--- src/rtl/lsu_mem_bridge_if.sv ---
// Bus interfaces for the LSU-to-memory bridge: the LSU request/response
// channel and the variable-latency memory port.
interface lsu_req_if #(
    parameter int ADDR_W = 64,
    parameter int DATA_W = 64
);
    logic                  req_valid;
    logic                  req_ready;
    logic                  req_we;
    logic [ADDR_W-1:0]     req_addr;
    logic [DATA_W-1:0]     req_wdata;
    logic [DATA_W/8-1:0]   req_wmask;
    logic                  resp_valid;
    logic [DATA_W-1:0]     resp_rdata;
    logic                  resp_err;

    // master = load/store unit, slave = bridge
    modport master (
        output req_valid, req_we, req_addr, req_wdata, req_wmask,
        input  req_ready, resp_valid, resp_rdata, resp_err
    );
    modport slave (
        input  req_valid, req_we, req_addr, req_wdata, req_wmask,
        output req_ready, resp_valid, resp_rdata, resp_err
    );
endinterface

interface mem_bus_if #(
    parameter int ADDR_W = 64,
    parameter int DATA_W = 64
);
    logic                  mem_valid;
    logic                  mem_ready;
    logic                  mem_we;
    logic [ADDR_W-1:0]     mem_addr;
    logic [DATA_W-1:0]     mem_wdata;
    logic [DATA_W/8-1:0]   mem_wmask;
    logic [DATA_W-1:0]     mem_rdata;
    logic                  mem_err;

    // master = bridge, slave = memory
    modport master (
        output mem_valid, mem_we, mem_addr, mem_wdata, mem_wmask,
        input  mem_ready, mem_rdata, mem_err
    );
    modport slave (
        input  mem_valid, mem_we, mem_addr, mem_wdata, mem_wmask,
        output mem_ready, mem_rdata, mem_err
    );
endinterface

--- src/rtl/lsu_mem_bridge.sv ---
// Single-outstanding bridge from the LSU to a variable-latency memory port,
// with alignment / empty-mask screening and a timeout guard.
module lsu_mem_bridge #(
    parameter int ADDR_W  = 64,
    parameter int DATA_W  = 64,
    parameter int TIMEOUT = 255
) (
    input  logic     clk,
    input  logic     rst,
    lsu_req_if.slave lsu,
    mem_bus_if.master mem
);
    typedef enum logic [1:0] {IDLE, BUSY, RESP} state_t;

    localparam logic [15:0] LAST_COUNT = 16'(TIMEOUT - 1);

    state_t      state_reg;
    logic [15:0] count_reg;

    assign lsu.req_ready = (state_reg == IDLE);

    always_ff @(posedge clk or negedge rst) begin
        if (!rst) begin
            state_reg      <= IDLE;
            count_reg      <= '0;
            lsu.resp_valid <= 1'b0;
            lsu.resp_err   <= 1'b0;
            lsu.resp_rdata <= '0;
            mem.mem_valid  <= 1'b0;
            mem.mem_we     <= 1'b0;
            mem.mem_addr   <= '0;
            mem.mem_wdata  <= '0;
            mem.mem_wmask  <= '0;
        end else begin
            lsu.resp_valid <= 1'b0;
            case (state_reg)
                IDLE: begin
                    if (lsu.req_valid) begin
                        if (lsu.req_addr[2:0] != 3'b000) begin
                            lsu.resp_err   <= 1'b1;
                            lsu.resp_rdata <= '0;
                            lsu.resp_valid <= 1'b1;
                            state_reg      <= RESP;
                        end else if (lsu.req_we && lsu.req_wmask == '0) begin
                            // Store with no enabled lanes completes without touching memory
                            lsu.resp_err   <= 1'b0;
                            lsu.resp_rdata <= '0;
                            lsu.resp_valid <= 1'b1;
                            state_reg      <= RESP;
                        end else begin
                            mem.mem_valid <= 1'b1;
                            mem.mem_we    <= lsu.req_we;
                            mem.mem_addr  <= lsu.req_addr;
                            mem.mem_wdata <= lsu.req_wdata;
                            mem.mem_wmask <= lsu.req_we ? lsu.req_wmask : '0;
                            count_reg     <= '0;
                            state_reg     <= BUSY;
                        end
                    end
                end
                BUSY: begin
                    // Handshake is checked first so a late mem_ready still wins over timeout
                    if (mem.mem_ready) begin
                        mem.mem_valid  <= 1'b0;
                        lsu.resp_rdata <= (!mem.mem_we && !mem.mem_err) ? mem.mem_rdata : '0;
                        lsu.resp_err   <= mem.mem_err;
                        lsu.resp_valid <= 1'b1;
                        state_reg      <= RESP;
                    end else if (count_reg == LAST_COUNT) begin
                        mem.mem_valid  <= 1'b0;
                        lsu.resp_err   <= 1'b1;
                        lsu.resp_rdata <= '0;
                        lsu.resp_valid <= 1'b1;
                        state_reg      <= RESP;
                    end else begin
                        count_reg <= count_reg + 16'd1;
                    end
                end
                RESP:    state_reg <= IDLE;
                default: state_reg <= IDLE;
            endcase
        end
    end
endmodule

--- src/flat_wrapper.sv ---
// flat-port wrapper written by rule: the top's interface ports become plain ports
module lsu_mem_bridge_flat 
#(
    parameter int ADDR_W  = 64,
    parameter int DATA_W  = 64,
    parameter int TIMEOUT = 255
)
  (clk, rst, lsu_req_valid, lsu_req_we, lsu_req_addr, lsu_req_wdata, lsu_req_wmask, lsu_req_ready, lsu_resp_valid, lsu_resp_rdata, lsu_resp_err, mem_mem_valid, mem_mem_we, mem_mem_addr, mem_mem_wdata, mem_mem_wmask, mem_mem_ready, mem_mem_rdata, mem_mem_err);
  lsu_req_if #(.ADDR_W(ADDR_W), .DATA_W(DATA_W)) lsu_i ();
  mem_bus_if #(.ADDR_W(ADDR_W), .DATA_W(DATA_W)) mem_i ();
  input  logic clk;
  input  logic rst;
  input wire logic [$bits(lsu_i.req_valid)-1:0] lsu_req_valid;
  input wire logic [$bits(lsu_i.req_we)-1:0] lsu_req_we;
  input wire logic [$bits(lsu_i.req_addr)-1:0] lsu_req_addr;
  input wire logic [$bits(lsu_i.req_wdata)-1:0] lsu_req_wdata;
  input wire logic [$bits(lsu_i.req_wmask)-1:0] lsu_req_wmask;
  output wire logic [$bits(lsu_i.req_ready)-1:0] lsu_req_ready;
  output wire logic [$bits(lsu_i.resp_valid)-1:0] lsu_resp_valid;
  output wire logic [$bits(lsu_i.resp_rdata)-1:0] lsu_resp_rdata;
  output wire logic [$bits(lsu_i.resp_err)-1:0] lsu_resp_err;
  output wire logic [$bits(mem_i.mem_valid)-1:0] mem_mem_valid;
  output wire logic [$bits(mem_i.mem_we)-1:0] mem_mem_we;
  output wire logic [$bits(mem_i.mem_addr)-1:0] mem_mem_addr;
  output wire logic [$bits(mem_i.mem_wdata)-1:0] mem_mem_wdata;
  output wire logic [$bits(mem_i.mem_wmask)-1:0] mem_mem_wmask;
  input wire logic [$bits(mem_i.mem_ready)-1:0] mem_mem_ready;
  input wire logic [$bits(mem_i.mem_rdata)-1:0] mem_mem_rdata;
  input wire logic [$bits(mem_i.mem_err)-1:0] mem_mem_err;
  assign lsu_i.req_valid = lsu_req_valid;
  assign lsu_i.req_we = lsu_req_we;
  assign lsu_i.req_addr = lsu_req_addr;
  assign lsu_i.req_wdata = lsu_req_wdata;
  assign lsu_i.req_wmask = lsu_req_wmask;
  assign lsu_req_ready = lsu_i.req_ready;
  assign lsu_resp_valid = lsu_i.resp_valid;
  assign lsu_resp_rdata = lsu_i.resp_rdata;
  assign lsu_resp_err = lsu_i.resp_err;
  assign mem_mem_valid = mem_i.mem_valid;
  assign mem_mem_we = mem_i.mem_we;
  assign mem_mem_addr = mem_i.mem_addr;
  assign mem_mem_wdata = mem_i.mem_wdata;
  assign mem_mem_wmask = mem_i.mem_wmask;
  assign mem_i.mem_ready = mem_mem_ready;
  assign mem_i.mem_rdata = mem_mem_rdata;
  assign mem_i.mem_err = mem_mem_err;
  lsu_mem_bridge #(.ADDR_W(ADDR_W), .DATA_W(DATA_W), .TIMEOUT(TIMEOUT)) u_core (.clk(clk), .rst(rst), .lsu(lsu_i), .mem(mem_i));
endmodule
--- config.mk ---
export PLATFORM = sky130hd
export DESIGN_NAME = lsu_mem_bridge_flat
export DESIGN_NICKNAME = d
export VERILOG_FILES = /design/src/rtl/lsu_mem_bridge_if.sv /design/src/rtl/lsu_mem_bridge.sv /design/src/flat_wrapper.sv
export SDC_FILE = /design/constraint.sdc
export NUM_CORES = 1
export LEC_CHECK = 0
export ABC_AREA = 1
export BUFFER_PORTS_ARGS = -buffer_cell sky130_fd_sc_hd__buf_2
export CAP_MARGIN = 20
export CORE_ASPECT_RATIO = 0.75
export CORE_MARGIN = 8
export CORE_UTILIZATION = 43
export DETAILED_ROUTE_END_ITERATION = 12
export GPL_ROUTABILITY_DRIVEN = 1
export PLACE_DENSITY = 0.75
export SLEW_MARGIN = 20
export SYNTH_ARGS = -nofsm -noshare
export SYNTH_HDL_FRONTEND = slang
export SYNTH_SLANG_ARGS = --single-unit
--- constraint.sdc ---
create_clock -name clk -period 1.5 [get_ports clk]
set_input_delay 0.225 -clock clk [delete_from_list [all_inputs] [get_ports clk]]
set_output_delay 0.225 -clock clk [all_outputs]
set_load 0.01 [all_outputs]
== Yosys cells after proc, flatten, opt, wreduce, memory -nomap -nowiden ==
Cells that the tools add are included.
Widths: inputs -> output; s select.

* RAM bits: 0
* Flip-flop bits (word level): 222
* Bits in read-only memories: 0
* Input bits: 206
* Latch bits: 0
* Output and inout port bits: 205
* Memories kept: 0

* $mul: 0
* Bitwise gates (word level): 2
* Multiplexer cells: 38
* Equal/unequal tests: 9
* Divide/modulo/power cells: 0
* Magnitude comparators: 0
* $add $sub $neg: 1
* Reduce and logical (&&, ||, !) cells: 13
* Shift-type cells: 0

{| class="wikitable"
|+ Operator list
! kind !! number
|-
| $mux 64 || 6
|-
| $pmux 64 s2 || 1
|-
| $mux 16 || 5
|-
| $pmux 16 s2 || 1
|-
| $add 16x1->16 const B || 1
|-
| $eq 16x8->1 const B || 1
|-
| $mux 1 || 15
|-
| $mux 2 || 5
|-
| $ne 2x2->1 const B || 5
|-
| $logic_not 8->1 || 1
|-
| $mux 8 || 1
|-
| $reduce_and 4->1 || 2
|-
| $pmux 1 s2 || 3
|-
| $reduce_and 6->1 || 1
|-
| $reduce_and 5->1 || 1
|-
| $pmux 2 s2 || 1
|-
| $ne 3x1->1 const B || 1
|-
| $ne 3x2->1 const B || 1
|-
| $reduce_bool 3->1 || 1
|-
| $eq 2x1->1 const B || 1
|-
| $logic_and 1x1->1 || 2
|-
| $logic_not 1->1 || 2
|-
| $logic_not 2->1 || 1
|-
| $not 1->1 || 2
|-
| 2 further kinds || 2
|}

== Depth between registers and ports, before layout ==
* Word-level depth: 6
* Depth in mapped cells: 11
* Depth with buffers taken out: 10

== Least setup slack after synthesis ==
Ideal clock, no wire load.

* Path type: register to register
* Start: register u_core.count_reg[0]
* End: register u_core.lsu.resp_rdata[25]
* Buffers on the path: 2
* Data arrival time: 1373 ps
* Path slack: 9 ps
* Setup time: 118 ps
* Stages on the path, launching flop included: 12
* Required time: 1382 ps
* Cells stage by stage: dfrtp_1 -> inv_1 -> ha_1 -> nand3_1 -> nor2_1 -> nand2_1 -> nand2_1 -> nand2_1 -> buf_2 -> buf_6 -> nand3_1 -> nand2_1

* Longest elaborated chain between the ends: 3

{| class="wikitable"
|+ RTL lines
! what !! RTL line !! text
|-
| from (decl) || lsu_mem_bridge.sv:18 || <nowiki>logic [15:0] count_reg;</nowiki>
|-
| from (signal assigned) || lsu_mem_bridge.sv:76 || <nowiki>count_reg <= count_reg + 16'd1;</nowiki>
|-
| $eq 16x8->1 || lsu_mem_bridge.sv:69 || <nowiki>end else if (count_reg == LAST_COUNT) begin</nowiki>
|-
| $ne 3x2->1 (no source line) || n/a ||
|-
| $reduce_and 4->1 (no source line) || n/a ||
|-
| to (signal assigned) || lsu_mem_bridge.sv:65 || <nowiki>lsu.resp_rdata <= (!mem.mem_we && !mem.mem_err) ? mem.mem_rdata : '0;</nowiki>
|-
| to (decl) || lsu_mem_bridge_if.sv:24 || <nowiki>output req_ready, resp_valid, resp_rdata, resp_err</nowiki>
|}

No other way between the ends.
A chain may end at the register's enable or synchronous reset.

== Worst setup path in the final report ==
* Start: register u_core.state_reg[1]
* End: register u_core.mem.mem_wdata[50]

* Longest elaborated chain between the ends: 2

{| class="wikitable"
|+ RTL lines
! what !! RTL line !! text
|-
| from (decl) || lsu_mem_bridge.sv:17 || <nowiki>state_t state_reg;</nowiki>
|-
| from (signal assigned) || lsu_mem_bridge.sv:24 || <nowiki>state_reg <= IDLE;</nowiki>
|-
| from (signal assigned) || lsu_mem_bridge.sv:43 || <nowiki>state_reg <= RESP;</nowiki>
|-
| from (signal assigned) || lsu_mem_bridge.sv:49 || <nowiki>state_reg <= RESP;</nowiki>
|-
| $logic_not 2->1 || lsu_mem_bridge.sv:36 || <nowiki>case (state_reg)</nowiki>
|-
| $reduce_and 4->1 (no source line) || n/a ||
|-
| to (signal assigned) || lsu_mem_bridge.sv:54 || <nowiki>mem.mem_wdata <= lsu.req_wdata;</nowiki>
|-
| to (decl) || lsu_mem_bridge_if.sv:43 || <nowiki>output mem_valid, mem_we, mem_addr, mem_wdata, mem_wmask,</nowiki>
|}

No other way between the ends.

==> summary.md <==
The placement-stage cell area is 11850 um^2, and the total half-perimeter wirelength after legalization and detailed placement is 22.73 mm. The tightest min-delay check is of the input port to register type. The instance count of the mapped netlist is 1066, and the final critical-path share of the clock period is 112.4%. The tools report the CTS H-tree depth as 1.

The floorplan step defined a die boundary enclosing 26020 um^2. Entering global routing, the biggest net connects 53 pins. The congestion estimate from routability-driven global placement came to 0.8979. The average footprint of a synthesized cell came out at 8.499 um^2. The main combinational cell family by area after synthesis is simple AND/OR/NAND/NOR gates.

At the worst endpoint, the arrival time is 2.07 ns. For this block, the via count after detailed routing is 11460. The number of antenna violations at the first check in global routing was 3; the number of detailed-routing iterations run before antenna repair was 7. The count of buffers from port buffering works out to 410. TritonCTS built the clock tree. STA classifies the critical path startpoint as a register.

The transition time of the tightest slew-check pin came out at 0.4801 ns. The library cells used most frequently in the layout, excluding fill and tap cells, are sky130_fd_sc_hd__nand2_1 (473), sky130_fd_sc_hd__buf_2 (409), sky130_fd_sc_hd__dfrtp_1 (222), sky130_fd_sc_hd__dlygate4sd3_1 (197), sky130_fd_sc_hd__nand2_2 (101). Setup violations remaining at the end of the flow were counted as 130. The die is 183.6 um wide. The required time reported for the critical path endpoint is 1.88 ns, and the area fraction in and, or, nand and nor cells after synthesis is 32.16%. For this design the static power due to leakage is 9.193 nW. After Yosys synthesis, XOR and XNOR cells account for 0% of the synthesized area. The worst setup path is captured at a register. The logs give 1973 for the number of nets in the layout and 0 for the residual antenna-violating net count after detailed routing. Pin placement for this block handled 411 I/O pins. The post-synthesis instance area was 9060 um^2.

The tree is rooted in a sky130_fd_sc_hd__clkbuf_16. Startpoint-to-endpoint class of the critical path: register to register. Once the floorplan was initialized, standard cells occupied 43.36% of the core.

The number of vias per cell after detailed routing came out at 5.532. The area growth from synthesis to layout is 80.79%. After floorplanning, the core was divided into 46 placement rows. Clock-pin slew was measured on the worst setup and hold paths at 0.06 ns. Setup repair after global routing could not meet its margin everywhere. During synthesis, Yosys emitted a total of 0 warnings.

For the max-slew violation count, the log shows 0. The worst slack at placement was -0.1234 ns. For this run, design rule violations remaining after detail routing come to 0. The final reports fail on setup timing. The floorplan step set the die height to 141.7 um. Measured against its own limit, the worst slew margin works out to 67.99%. The multi-input combinational cells in the finished layout cover a total of 3625 um^2. The run finished, with violations left. The maximum fanout along the worst path came out at 10. Tracing the worst setup path back leads to its startpoint at u_core.state_reg[1].

Across the run, the number of max-cap violations was 0. The longest clock path from root to sink contains 3 buffers. The run gives 1387 as the number of violations reported at the end of detailed-routing iteration 0.

Sequential elements use 61.32% of the synthesized area. The launch instance of the worst min-delay path is lsu_req_wmask[0]. Wires add up to 49.66 mm. The tools report the final hold violation count as 0. The number of nets in the synthesized netlist is 1274.

Post-synthesis share of cell area spent on full adders, half adders and majority gates: 0.2762%. For this design the ratio of total power to cell area is 1166 nW/um^2. The synthesized design contains 222 register bits. The worst-case IR drop observed on VDD is 0.6816 mV. The floorplan step defined a core boundary enclosing 20890 um^2. Across all hold checks on the routed design, the worst slack comes to 0.04328 ns. Buffers inserted during clock tree synthesis total 23.

Counting every sink on the clock net gives 222. The logs give 10810 for the via count of the first global-routing pass and 0.01289 ns for the final setup skew. The beginning of the worst register-to-register path was u_core.state_reg[1]. The largest registers in the layout are u_core.lsu.resp_rdata x64, u_core.mem.mem_addr x64, u_core.mem.mem_wdata x64. The post-route worst setup slack came out at -0.1866 ns. The post-route cell area is 16380 um^2.

The most common cell after layout, fill and taps aside was sky130_fd_sc_hd__nand2_1. Multiplexer cells account for 0% of the synthesized area. The global-route wire length before repair was 60.21 mm; the time the worst path needs with I/O delays and setup was 1.687 ns. In the final layout, flip-flops and latches occupy 5555 um^2. Global routing consumed, over all layers together, 28.96% of the routing resources. The synthesized netlist devotes 1.215% of its cell area to compound gates.

The tools report the highest clock rate as 592.9 MHz. After global routing the overflow that remains totals 0. The per-cell routed wire length came out at 23.98 um. The number of different library cells used by synthesis comes to 19.

Clock latency on the worst-skew pair, taken at its later pin, is 0.51 ns. The post-route netlist has 40.80% of its cells at a drive strength greater than 1. Counting the fill cells in the layout gives 1131.
## through the flow
stage | total power [mW] | TNS, ns | utilization (%) | cells
after floorplan | 8.993 | 0 | - | 1066
after global placement | 10.90 | -4.087 | 56.74 | 1772
after detailed placement | 11.00 | -11.34 | 56.74 | 1772
after CTS | 17.90 | -0.4932 | 71.37 | 2021
after global routing | 19.69 | -15.83 | 78.40 | 2071
final | 19.10 | -4.365 | 78.40 | 2071
## repair_timing
| action | CTS | global route |
|---|---|---|
| endpoints found under the setup margin | 117 | 209 |
| cloned | 4 | 35 |
| hold buffers | 197 | 0 |
| endpoints found under the hold margin | 258 | 0 |
| pin swaps | 3 | 36 |
| buffers inserted | 6 | 15 |
| resized for setup | 18 | 203 |
## cells by family (layout without fill, tap and decap cells)
| group | after synthesis | after routing |
|---|---|---|
| buffers and inverters | 85 | 799 |
| other | 0 | 1 |
| AND/OR/NAND/NOR | 737 | 739 |
| flip-flops | 222 | 222 |
| AO/OA/AOI/OAI | 20 | 20 |
| adder cells (fa/ha/maj) | 2 | 2 |
## cells in the mapped netlist, drive strengths merged
cell | count | area (um^2)
a21oi | 5 | 25.02
buf | 40 | 286.5
clkbuf | 14 | 52.55
dfrtp | 222 | 5555
ha | 2 | 25.02
inv | 31 | 116.4
nand2 | 603 | 2268
nand3 | 96 | 480.5
nor2 | 35 | 138.9
nor3 | 3 | 26.28
o21a | 1 | 7.510
o21ai | 11 | 55.05
o21bai | 3 | 22.52
## layout make-up
cell class / count / share of cell area, %
Antenna cell: 1 / 0.01528
Clock buffer: 28 / 3.934
Clock inverter: 14 / 1.314
Inverter: 31 / 0.8861
Multi-Input combinational cell: 761 / 22.13
Sequential cell: 222 / 33.92
Tap cell: 288 / 2.200
Timing Repair Buffer: 724 / 35.44
Timing Repair inverter: 2 / 0.1681
## worst max-delay path, cell delays in order (launching register included)
cell and delay, ns:
sky130_fd_sc_hd__dfrtp_1 0.35, sky130_fd_sc_hd__inv_1 0.05, sky130_fd_sc_hd__nand2_1 0.06, sky130_fd_sc_hd__inv_2 0.05
sky130_fd_sc_hd__nand2_2 0.06, sky130_fd_sc_hd__inv_2 0.05, sky130_fd_sc_hd__buf_12 0.12, sky130_fd_sc_hd__nand3_4 0.09
sky130_fd_sc_hd__buf_12 0.17, sky130_fd_sc_hd__clkinv_16 0.10, sky130_fd_sc_hd__buf_8 0.16, sky130_fd_sc_hd__nand2_1 0.18
sky130_fd_sc_hd__nand2_1 0.11
## per-layer routing
layer	vias up	part of all wire, %	global-route usage [%]
met5	-	0.046	0
met4	4	8.4	15.07
met3	329	13	9.377
met2	1152	47	48.33
met1	5277	32	32.94
li1	4694	-	-
## report_power, final
| group | internal [mW] | total (mW) | leakage, nW | switching, mW |
|---|---|---|---|---|
| combinational | 2.01 | 4.76 | 5.87 | 2.75 |
| clock | 3.94 | 6.60 | 0.407 | 2.66 |
| sequential | 6.96 | 7.74 | 2.92 | 0.779 |
| total | 12.9 | 19.1 | 9.19 | 6.19 |
## worst paths after layout
kind	to	cells past startpoint	slack (ns)
max	u_core.mem.mem_wdata[50]	12	-0.19
min	u_core.mem.mem_wmask[0]	3	0.04
max reg2reg	u_core.mem.mem_wdata[50]	12	-0.19
min reg2reg	u_core.mem.mem_addr[0]	2	0.47
max in group asynchronous	u_core.mem.mem_addr[40]	3	0.61
min in group asynchronous	u_core.lsu.resp_rdata[6]	2	0.27
Note: power is estimated with default switching activity, not from simulation.
